File: src/rtl/serial_cmp_pkg.sv
// ============================================================================
// Module : serial_cmp_pkg
// Brief  : FSM state and result encodings for serial_magnitude_comparator.
// Rev    : 1.0  initial release
// ============================================================================
`default_nettype none

package serial_cmp_pkg;

  typedef enum logic [1:0] {
    ST_IDLE = 2'd0,
    ST_RUN  = 2'd1,
    ST_DONE = 2'd2
  } state_t;

  // One-hot result vector, bit order {Greater, Equal, Less}
  localparam logic [2:0] RES_NONE = 3'b000;
  localparam logic [2:0] RES_GT   = 3'b100;
  localparam logic [2:0] RES_EQ   = 3'b010;
  localparam logic [2:0] RES_LT   = 3'b001;

endpackage : serial_cmp_pkg

`default_nettype wire

File: src/rtl/chunk_compare.sv
// ============================================================================
// Module : chunk_compare
// Brief  : Combinational unsigned STEP-bit compare, reports a > b and a == b.
// Rev    : 1.0  initial release
// ============================================================================
`default_nettype none

module chunk_compare
  import serial_cmp_pkg::*;
#(
  parameter int STEP = 2
) (
  input  logic [STEP-1:0] a,
  input  logic [STEP-1:0] b,
  output logic            gt,
  output logic            eq
);

  assign gt = (a > b);
  assign eq = (a == b);

endmodule : chunk_compare

`default_nettype wire

File: src/rtl/serial_magnitude_comparator.sv
// ============================================================================
// Module : serial_magnitude_comparator
// Brief  : Multi-cycle MSB-first magnitude compare, STEP bits per cycle, with
//          early exit; optional two's-complement mode under COMPARE_SIGNED_EN.
// Rev    : 1.0  initial release
// ============================================================================
`default_nettype none

module serial_magnitude_comparator
  import serial_cmp_pkg::*;
#(
  parameter int WIDTH = 8,
  parameter int STEP  = 2
) (
  input  logic             clk,
  input  logic             rst,
  input  logic             start,
  input  logic [WIDTH-1:0] A,
  input  logic [WIDTH-1:0] B,
`ifdef COMPARE_SIGNED_EN
  input  logic             signed_mode,
`endif
  output logic             busy,
  output logic             done,
  output logic             Greater,
  output logic             Equal,
  output logic             Less
);

  localparam int NCHUNK = WIDTH / STEP;
  localparam int IDXW   = (NCHUNK > 1) ? $clog2(NCHUNK) : 1;
  localparam logic [IDXW-1:0] C_IDX_TOP = IDXW'(NCHUNK - 1);

  state_t           r_state;
  state_t           w_next;
  logic [WIDTH-1:0] r_a;
  logic [WIDTH-1:0] r_b;
  logic [IDXW-1:0]  r_idx;
  logic [2:0]       r_res;
  logic [STEP-1:0]  w_ca;
  logic [STEP-1:0]  w_cb;
  logic             w_gt;
  logic             w_eq;
  logic             w_accept;
  logic             w_last;

  // DONE is not busy, so a new request may be taken back-to-back
  assign w_accept = start && (r_state != ST_RUN);
  assign w_last   = (r_idx == '0);

`ifdef COMPARE_SIGNED_EN
  localparam logic [STEP-1:0] C_MSB_MASK = STEP'(1) << (STEP - 1);
  logic r_signed;
  logic [STEP-1:0] w_flip;

  // Inverting the sign bit of both operands maps two's complement onto unsigned order
  assign w_flip = (r_signed && (r_idx == C_IDX_TOP)) ? C_MSB_MASK : '0;
  assign w_ca   = r_a[r_idx*STEP +: STEP] ^ w_flip;
  assign w_cb   = r_b[r_idx*STEP +: STEP] ^ w_flip;
`else
  assign w_ca   = r_a[r_idx*STEP +: STEP];
  assign w_cb   = r_b[r_idx*STEP +: STEP];
`endif

  chunk_compare #(
    .STEP (STEP)
  ) u_chunk_compare (
    .a  (w_ca),
    .b  (w_cb),
    .gt (w_gt),
    .eq (w_eq)
  );

  always_ff @(posedge clk or posedge rst) begin
    if (rst) begin
      r_state <= ST_IDLE;
    end else begin
      r_state <= w_next;
    end
  end

  always_comb begin
    w_next = r_state;
    case (r_state)
      ST_IDLE: if (w_accept) w_next = ST_RUN;
      ST_RUN:  if (!w_eq || w_last) w_next = ST_DONE;
      ST_DONE: w_next = w_accept ? ST_RUN : ST_IDLE;
      default: w_next = ST_IDLE;
    endcase
  end

  always_ff @(posedge clk or posedge rst) begin
    if (rst) begin
      r_a   <= '0;
      r_b   <= '0;
      r_idx <= '0;
      r_res <= RES_NONE;
`ifdef COMPARE_SIGNED_EN
      r_signed <= 1'b0;
`endif
    end else if (w_accept) begin
      r_a   <= A;
      r_b   <= B;
      r_idx <= C_IDX_TOP;
`ifdef COMPARE_SIGNED_EN
      r_signed <= signed_mode;
`endif
    end else if (r_state == ST_RUN) begin
      if (!w_eq) begin
        r_res <= w_gt ? RES_GT : RES_LT;
      end else if (w_last) begin
        r_res <= RES_EQ;
      end else begin
        r_idx <= r_idx - 1'b1;
      end
    end
  end

  assign busy    = (r_state == ST_RUN);
  assign done    = (r_state == ST_DONE);
  assign Greater = r_res[2];
  assign Equal   = r_res[1];
  assign Less    = r_res[0];

endmodule : serial_magnitude_comparator

`default_nettype wire

File: config.mk
export PLATFORM = sky130hd
export DESIGN_NAME = serial_magnitude_comparator
export DESIGN_NICKNAME = d
export VERILOG_FILES = /design/src/rtl/serial_cmp_pkg.sv /design/src/rtl/chunk_compare.sv /design/src/rtl/serial_magnitude_comparator.sv
export SDC_FILE = /design/constraint.sdc
export NUM_CORES = 1
export LEC_CHECK = 0
export BUFFER_PORTS_ARGS = -buffer_cell sky130_fd_sc_hd__buf_4
export CAP_MARGIN = 0
export CORE_UTILIZATION = 52
export DETAILED_ROUTE_END_ITERATION = 12
export GPL_TIMING_DRIVEN = 1
export PLACE_DENSITY = 0.82
export SLEW_MARGIN = 40
export SYNTH_ARGS = -nofsm -noshare
export SYNTH_HDL_FRONTEND = slang
export SYNTH_SLANG_ARGS = --single-unit
File: constraint.sdc
create_clock -name clk -period 2.62 [get_ports clk]
set_input_delay 0.524 -clock clk [delete_from_list [all_inputs] [get_ports clk]]
set_output_delay 0.524 -clock clk [all_outputs]
set_load 0.1 [all_outputs]
==> reports/metrics.yaml <==
row_count: 16
synth_compound_area_share_pct: 4.18
ys_ff_latch: 23
max_freq_mhz: 495
critPathKind: "reg2reg"
p_leak_nw: 0.674
drtIter0Drc: 9
hold_violations: 0
crit_arrival_ps: 2230
avgSynthCellArea_um2: 14.6
critPathCapture: "r_res[0]"
root_buffer: "clkbuf_4"
dr.pass1.iters: 4
worst_setup_path_start_kind: "register"
ys_warn_count: 0
r2r_cells: 5
cts_resized: 0
grt_start_max_net_pins: 24
area_delta_synth_final_pct: 19.3
die-area_um2: 2320
grt_overflow: 0
power.density_nw_per_um2: 1280
cts_max_level: 1
r2r_start: "r_idx[0]"
ir_drop_mv: 0.807
avgRoutedWirePerCell_um: 13.6
numCtsBuffers: 3
slew_headroom_pct: 69.5
fin_tns_setup_ps: 0
postCtsHoldBufs: 0
period_minus_slack_ps: 2020
via_per_inst: 5.41
power.total_w: 0.00169
instances_no_fill: 128
multi_input_area_um2: 478
outcome: "finished clean"
synth_simple_gate_area_share_pct: 5.99
clk_pin_slew_ps: 120
grt_pass1_wl_um: 2840
cts_buffer_depth: 2
vias: 692
synth_cell_type_count: 21
rsz0062_at_grt: "false"
wl_met1_um: 737
yosys.area_share.adder_pct: 3.39
antenna_found_initial: 0
grt_pass1_vias: 660
synth_top_family_by_area: "multiplexers"
drcViolationCount: 0
maxCapViolations: 0
hpwl_um: 1370
grt_use_total_pct: 18.7
antennaDiodeCount: 0
finalNetCount: 124
io_buffers: 23
dp.cells: 124
layout-drive-gt1-share_pct: 49.5
core_um2: 1980
syn-num-nets: 98
synthesis.area_um2: 1110
worstPathMaxFanout: 5
tritoncts: "yes"
io_pins: 24
ant_nets: 0
wl_um: 1750
synthXorXnorAreaFrac_pct: 0
clkLatencyLatePin_ps: 300
ff2ff_setup_slack_ps: 600
cp-startpoint: "r_idx[0]"
min_period_over_period_pct: 77.2
place_congestion: 0.770
worst_slew_pin_slew_ps: 457
routed.top_layer: "met4"
slew_violations: 0
die_h_um: 48.1
most-common-layout-cells: "23 x buf_4, 23 x dfrtp_1, 10 x mux2_4"
synthCells: 76
dr_wl_met2_um: 888
min-delay-path-class: "in2async"
r2r_end: "r_res[0]"
regArea_um2: 576
postCtsSetupRepairBufs: 0
clock-sinks: 23
yosysSeqAreaShare_pct: 52.0
cp.required_ps: 2830
setup_violations: 0
die_w_um: 48.1
fillers: 142
start_util_pct: 55.9
wl_met3_um: 89
endpoint_kind: "register"
synthMuxAreaShare_pct: 29.6
fin_skew_ps: 7.47
area by class of cell:
cell class,count,area share [%]
Clock inverter,1,0.379
Timing Repair Buffer,23,13.1
Clock buffer,3,1.70
Inverter,9,2.56
Multi-Input combinational cell,42,36.2
Sequential cell,23,43.6
Tap cell,27,2.56
state kept, by name, indices dropped and copies added (netlist names):
name,flops
r_idx,2
r_res,3
r_state,2
r_b,8
r_a,8
per-stage QoR:
step	utilization (%)	instance area (um2)	worst slack, ps	hold slack (ps)
detailed placement	65.3	1290	614	489
floorplan	-	1110	344	474
global placement	65.3	1290	665	484
finish	66.7	1320	598	214
CTS	66.7	1320	596	392
global route	66.7	1320	484	238
kinds of logic after synthesis:
logic type,after synthesis
flops,23
mux,22
buf+inv,11
compound gates,7
fa+ha+maj,3
simple gates,10
layer usage:
metal / global-route usage (%) / vias to the layer above
met1: 23.9 / 344
li1: - / 318
met3: 4.44 / 4
met5: 0 / -
met2: 28.5 / 26
met4: 11.7 / 0
synthesized netlist by cell type:
library cell  instances  area [um2]
a21oi_1               3        15.0
a22o_1                1        8.76
a22oi_1               1        7.51
and3b_1               1        8.76
buf_2                 1        5.00
buf_8                 1        15.0
dfrtp_1              23         576
ha_1                  3        37.5
inv_1                 9        33.8
mux2_2                6        67.6
mux2_4               10         150
mux2i_1               2        20.0
mux4_2                4        90.1
nand2_1               3        11.3
nand2_4               1        11.3
nand2b_4              1        13.8
nand3b_1              1        7.51
nor2_1                2        7.51
nor2b_1               1        6.26
o22ai_1               1        6.26
o2bb2ai_1             1        8.76
how the worst min path moves through the flow:
stage,start,end,slack [ps],cells after the start
CTS,rst,r_res[0],390,2
global placement,r_res[2],r_res[2],480,1
floorplan,r_a[4],r_a[4],470,1
global route,rst,r_b[1],240,2
detailed placement,r_res[1],r_res[1],490,2
finish,rst,r_res[0],210,2
where the power goes:
part           total [W]  leakage [nW]  switching (W)  internal [W]
Sequential      0.000612         0.269       0.000106      0.000505
Clock           0.000158        0.0177       0.000101     0.0000569
Combinational   0.000917         0.387       0.000507      0.000410
worst max-delay path, stage by stage (launching register included):
cell and delay (ps):
dfrtp_1 530, mux4_2 540, ha_1 360, nand3b_1 150
nand2_1 110, a22o_1 240
Power figures use the tool's default switching activity.
